--- config.mk ---
export PLATFORM = sky130hd
export DESIGN_NAME = maxnet_input_loader_flat
export DESIGN_NICKNAME = d
export VERILOG_FILES = /design/src/rtl/maxnet_input_loader_if.sv /design/src/rtl/maxnet_input_loader.sv /design/src/flat_wrapper.sv
export SDC_FILE = /design/constraint.sdc
export NUM_CORES = 1
export LEC_CHECK = 0
export ABC_AREA = 1
export ABC_CLOCK_PERIOD_IN_PS = 3200
export CORE_AREA = 2 2 269 271
export CTS_CLUSTER_DIAMETER = 40
export CTS_CLUSTER_SIZE = 14
export DETAILED_ROUTE_END_ITERATION = 12
export DIE_AREA = 0 0 271 273
export GPL_TIMING_DRIVEN = 0
export PLACE_DENSITY_LB_ADDON = 0.08
export SETUP_SLACK_MARGIN = 0.02
export SLEW_MARGIN = 10
export SYNTH_ARGS = -nofsm -noshare
export SYNTH_HDL_FRONTEND = slang
export SYNTH_SLANG_ARGS = --single-unit
--- constraint.sdc ---
create_clock -name clk -period 3.2 [get_ports clk]
set_input_delay 0.64 -clock clk [delete_from_list [all_inputs] [get_ports clk]]
set_output_delay 0.64 -clock clk [all_outputs]
set_load 0.05 [all_outputs]
--- src/rtl/maxnet_input_loader_if.sv ---
// maxnet_input_loader_if: upstream word stream with frame-type select
interface maxnet_input_loader_if #(parameter int DATA_W = 32);
  logic              in_valid;
  logic              in_ready;
  logic [DATA_W-1:0] in_data;
  logic              cfg_load_w;
  modport master (output in_valid, in_data, cfg_load_w, input in_ready);
  modport slave (input in_valid, in_data, cfg_load_w, output in_ready);
endinterface

--- src/rtl/maxnet_input_loader.sv ---
// maxnet_input_loader: assembles W matrix and clamped X vector for the Maxnet datapath
module maxnet_input_loader #(
  parameter int DATA_W = 32,
  parameter int N      = 4
) (
  input  logic                       clk,
  input  logic                       rst_n,
  maxnet_input_loader_if.slave       up,
  input  logic                       dp_done_i,
  output logic [N*DATA_W-1:0]        x_flat_o,
  output logic [N*N*DATA_W-1:0]      w_flat_o,
  output logic                       w_valid_o,
  output logic                       start_o,
  output logic                       busy_o,
  output logic                       all_zero_o
);
  localparam int WI = $clog2(N*N);
  localparam int XI = $clog2(N);
  localparam logic [4:0] W_LAST = 5'(N*N-1);
  localparam logic [4:0] X_LAST = 5'(N-1);
  typedef enum logic [2:0] {IDLE, LOAD_W, LOAD_X, PRESENT, WAIT_DONE} state_t;
  state_t            state_q, state_d;
  logic [4:0]        cnt_q;
  logic              any_pos_q, w_valid_q, all_zero_q;
  logic [DATA_W-1:0] w_q [N*N];
  logic [DATA_W-1:0] x_q [N];
  logic              hs, load_w_sel, w_last, x_last, clamp_zero;
  logic [DATA_W-1:0] cx;
  assign hs         = up.in_valid & up.in_ready;
  assign load_w_sel = up.cfg_load_w | ~w_valid_q;
  assign w_last     = cnt_q == W_LAST;
  assign x_last     = cnt_q == X_LAST;
  assign clamp_zero = up.in_data[31] | (&up.in_data[30:23] & |up.in_data[22:0]);
  assign cx         = clamp_zero ? '0 : up.in_data;
  // state register
  always_ff @(posedge clk or negedge rst_n)
    if (!rst_n) state_q <= IDLE;
    else        state_q <= state_d;
  // next-state decode
  always_comb begin
    state_d = state_q;
    unique case (state_q)
      IDLE:      state_d = hs ? (load_w_sel ? LOAD_W : LOAD_X) : IDLE;
      LOAD_W:    state_d = (hs && w_last) ? LOAD_X : LOAD_W;
      LOAD_X:    state_d = (hs && x_last) ? PRESENT : LOAD_X;
      PRESENT:   state_d = any_pos_q ? WAIT_DONE : IDLE;
      WAIT_DONE: state_d = dp_done_i ? IDLE : WAIT_DONE;
      default:   state_d = IDLE;
    endcase
  end
  // outputs decoded from state; in_ready is forced low while reset is held
  always_comb begin
    up.in_ready = rst_n & (state_q == IDLE || state_q == LOAD_W || state_q == LOAD_X);
    start_o     = (state_q == PRESENT) & any_pos_q;
    busy_o      = state_q == WAIT_DONE;
  end
  // word capture, section counter and frame flags
  always_ff @(posedge clk or negedge rst_n) begin
    if (!rst_n) begin
      cnt_q      <= '0;
      any_pos_q  <= 1'b0;
      w_valid_q  <= 1'b0;
      all_zero_q <= 1'b0;
      for (int i = 0; i < N*N; i++) w_q[i] <= '0;
      for (int i = 0; i < N; i++) x_q[i] <= '0;
    end else begin
      if (hs && state_q == IDLE) begin
        all_zero_q <= 1'b0;
        cnt_q      <= 5'd1;
        if (load_w_sel) begin
          w_q[0]    <= up.in_data;
          any_pos_q <= 1'b0;
        end else begin
          x_q[0]    <= cx;
          any_pos_q <= |cx[30:0];
        end
      end
      if (hs && state_q == LOAD_W) begin
        w_q[cnt_q[WI-1:0]] <= up.in_data;
        cnt_q              <= w_last ? '0 : cnt_q + 5'd1;
        if (w_last) w_valid_q <= 1'b1;
      end
      if (hs && state_q == LOAD_X) begin
        x_q[cnt_q[XI-1:0]] <= cx;
        any_pos_q          <= any_pos_q | (|cx[30:0]);
        cnt_q              <= x_last ? '0 : cnt_q + 5'd1;
      end
      if (state_q == PRESENT && !any_pos_q) all_zero_q <= 1'b1;
    end
  end
  for (genvar i = 0; i < N; i++) begin : g_x
    assign x_flat_o[i*DATA_W +: DATA_W] = x_q[i];
  end
  for (genvar k = 0; k < N*N; k++) begin : g_w
    assign w_flat_o[k*DATA_W +: DATA_W] = w_q[k];
  end
  assign w_valid_o  = w_valid_q;
  assign all_zero_o = all_zero_q;
endmodule

--- src/flat_wrapper.sv ---
// flat-port wrapper written by rule: the top's interface ports become plain ports
module maxnet_input_loader_flat 
#(
  parameter int DATA_W = 32,
  parameter int N      = 4
)
  (clk, rst_n, dp_done_i, x_flat_o, w_flat_o, w_valid_o, start_o, busy_o, all_zero_o, up_in_valid, up_in_data, up_cfg_load_w, up_in_ready);
  maxnet_input_loader_if #(.DATA_W(DATA_W)) up_i ();
  input  logic clk;
  input  logic rst_n;
  input  logic dp_done_i;
  output logic [N*DATA_W-1:0] x_flat_o;
  output logic [N*N*DATA_W-1:0] w_flat_o;
  output logic w_valid_o;
  output logic start_o;
  output logic busy_o;
  output logic all_zero_o;
  input wire logic [$bits(up_i.in_valid)-1:0] up_in_valid;
  input wire logic [$bits(up_i.in_data)-1:0] up_in_data;
  input wire logic [$bits(up_i.cfg_load_w)-1:0] up_cfg_load_w;
  output wire logic [$bits(up_i.in_ready)-1:0] up_in_ready;
  assign up_i.in_valid = up_in_valid;
  assign up_i.in_data = up_in_data;
  assign up_i.cfg_load_w = up_cfg_load_w;
  assign up_in_ready = up_i.in_ready;
  maxnet_input_loader #(.DATA_W(DATA_W), .N(N)) u_core (.clk(clk), .rst_n(rst_n), .up(up_i), .dp_done_i(dp_done_i), .x_flat_o(x_flat_o), .w_flat_o(w_flat_o), .w_valid_o(w_valid_o), .start_o(start_o), .busy_o(busy_o), .all_zero_o(all_zero_o));
endmodule
==> results.json <==
{
  "dieHeight_um": 273,
  "holdWs_ps": 43.6,
  "clk_path_buf_depth": 3,
  "path_clk_slew_ps": 50,
  "status": "completed",
  "syn_area_per_cell_um2": 10.3,
  "p_sw_uw": 12400,
  "first_iter_violations": 1422,
  "vias": 20596,
  "hold_class": "in -> async",
  "netlist_area_um2": 23800,
  "p_comb_share_pct": 30.9,
  "ys_warn_count": 0,
  "drv_slew": 0,
  "worst_clock_skew_ps": 24.2,
  "grt_antenna_before_repair": 10,
  "dieArea_um2": 74000,
  "die_w_um": 271,
  "irDropWorstVdd_uv": 587,
  "nNetsFinal": 3155,
  "syn_nets": 2347,
  "slowest_stage": "clkdlybuf4s50_1",
  "grt_pass1_wl_mm": 143,
  "maxSlewHeadroom_pct": 33.0,
  "synth_area_leader_cell": "dfrtp_1",
  "dp_hpwl_mm": 72.8,
  "crit_arrival_ps": 2250,
  "critPathMaxFanout": 4,
  "post_cts_buffers": 0,
  "wl_per_cell_um": 23.9,
  "track_usage_pct": 26.3,
  "grt_max_degree": 114,
  "via_per_inst": 4.95,
  "start_kind": "flip-flop",
  "ant_nets": 0,
  "period_needed_ps": 2890,
  "slowest_delay_ps": 880,
  "critPathMostFrequentCell": "nor2_1",
  "switching_share_pct": 37.6,
  "max_cap_viol_count": 0,
  "final_cell_mix": "679 x clkdlybuf4s50_1, 651 x dfrtp_1, 538 x nand2_1",
  "critPathRequiredTime_ps": 2560,
  "cts_made_buffers": 107,
  "setup_viol": 0,
  "clock-root-buffer": "clkbuf_16",
  "p_seq_share_pct": 31.9,
  "grt_pass1_vias": 20694,
  "leakage_uw": 0.0159,
  "cts_sinks": 651,
  "path_cells": "nor2_1 > inv_1 > nor2_1 > clkdlybuf4s50_1",
  "cp-end-kind": "primary output",
  "gp_congestion": 0.862,
  "final.period_utilization_pct": 90.4,
  "powerDensity_nw_per_um2": 913,
  "firstDrtPassIters": 6,
  "path_class": "reg -> out",
  "cts_max_level": 3,
  "pin_count": 682,
  "clockPowerShare_pct": 37.2,
  "netlist_instances": 2304,
  "yosysUniqueCellTypes": 36,
  "grt-ovfl-total": 0,
  "final_layout_size_suffix_gt1_share_pct": 9.11,
  "synthToLayoutAreaGrowth_pct": 51.8,
  "fmax_ghz": 0.346,
  "finalHoldViolations": 0,
  "synthTopCellsByArea": "dfrtp_1 69%, o21ai_0 9.7%, nand2_1 8.5%",
  "fp.coreArea_um2": 71000,
  "clk_latency_ps": 660,
  "layout_commonest_cell": "clkdlybuf4s50_1",
  "io_buffers": 681,
  "drcViolationCount": 0,
  "fillers": 6470,
  "initial_core_util_pct": 33.5,
  "routed_wl_mm": 99.6,
  "worstMarginPinSlew_ps": 1010,
  "rows": 98,
  "internal_power_uw": 20500,
  "cts_tree": "built",
  "finalCoreUtilization_pct": 50.8,
  "crit_buf_inv": 2,
  "ys_seq_area_share_pct": 68.6,
  "ys_seq_elements": 651,
  "rsz0062_at_grt": "no",
  "crit_family": "buffers and inverters",
  "synth_top_area_share_pct": 68.6
}
worst reg2reg max path: stages, from the launching register on:
cell and delay, ps:
dfrtp_1 420, inv_1 120, ha_1 340, inv_1 190
o31ai_4 760, buf_2 380, nor2_1 80, a21oi_1 140
synth_stat cells:
library cell,n
a21oi_1,161
a21oi_2,1
a31oi_1,1
and3_1,2
buf_1,2
buf_2,47
buf_4,5
buf_8,1
clkbuf_1,106
clkbuf_2,1
clkinv_1,1
dfrtp_1,651
ha_1,6
inv_1,55
inv_2,1
inv_4,1
nand2_1,538
nand2_2,2
nand2_4,2
nand3_1,17
nand3_4,7
nand3b_1,1
nand4_1,1
nand4_2,7
nor2_1,186
nor2_2,1
nor2_4,4
nor3_1,4
nor3_2,1
o21ai_0,462
o21ai_1,23
o21ai_4,1
o22ai_1,2
o31ai_4,1
o41ai_1,1
xnor2_1,1
through the flow:
| stage | TNS [ps] | area, µm² | setup slack, ps | std cells | power, µW |
|---|---|---|---|---|---|
| final | 0 | 36100 | 308 | 4161 | 32900 |
| after global routing | 0 | 36100 | 174 | 4157 | 34100 |
| after CTS | 0 | 35900 | 109 | 4145 | 33100 |
| after detailed placement | -536310 | 31900 | -989 | 3941 | 20800 |
| after global placement | - | 31800 | -27290 | 3935 | 20700 |
| after floorplan | 0 | 23800 | 897 | 2304 | 16700 |
timing repair:
item / 4_1_cts / 5_1_grt
cloned: 2 / 1
resized for setup: 5 / 0
hold endpoints to repair: 101 / 101
endpoints found under the setup margin: 637 / 1
path summary, 6_finish.rpt:
kind / start / cells after the start / slack (ps) / to
max: u_core.state_q[0] / 4 / 310 / busy_o
min: rst_n / 2 / 40 / async pin
max reg2reg: u_core.cnt_q[0] / 7 / 710 / u_core.w_flat_o[13]
min reg2reg: flip-flop / 2 / 480 / flip-flop
max in group asynchronous: rst_n / 5 / 1380 / async pin
min in group clk: flip-flop / 2 / 480 / flip-flop
kinds of logic (layout without fill, tap and decap cells):
group | after synthesis | in the layout | synth area share (%)
XOR/XNOR | 1 | 1 | 0.0369
buffers and inverters | 220 | 1121 | 3.87
flip-flops | 651 | 651 | 68.6
other | 0 | 6 | 0
AO/OA/AOI/OAI | 653 | 653 | 13.9
adder cells (fa/ha/maj) | 6 | 6 | 0.316
AND/OR/NAND/NOR | 773 | 773 | 13.3
power by group through the flow:
stage               logic [µW]  clock network (µW)  registers, µW
finish                   10200               12200          10500
global route             10600               12800          10700
CTS                      10200               12400          10500
detailed placement       10200                   0          10600
global placement         10100                   0          10600
floorplan                 1560                   0          15200
layer usage:
| layer | global-route usage, % | share of wire (%) | vias to the layer above |
|---|---|---|---|
| met5 | 0 | 0.035 | - |
| met2 | 45.0 | 50 | 827 |
| li1 | - | - | 9227 |
| met4 | 9.29 | 3.3 | 6 |
| met1 | 30.8 | 38 | 10370 |
| met3 | 8.92 | 9.0 | 166 |
area by class of cell:
cell class | instances | area, µm² | area share [%]
sequential | 651 | 16300 | 45.2
clock inverter | 75 | 991 | 2.75
buffer | 162 | 698 | 1.94
timing repair buffer | 699 | 7240 | 20.1
inverter | 58 | 220 | 0.611
multi-input combinational | 1433 | 6550 | 18.1
antenna | 6 | 15.0 | 0.0416
clock buffer | 127 | 2880 | 8.00
tap | 950 | 1190 | 3.30
Power figures use the tool's default switching activity.
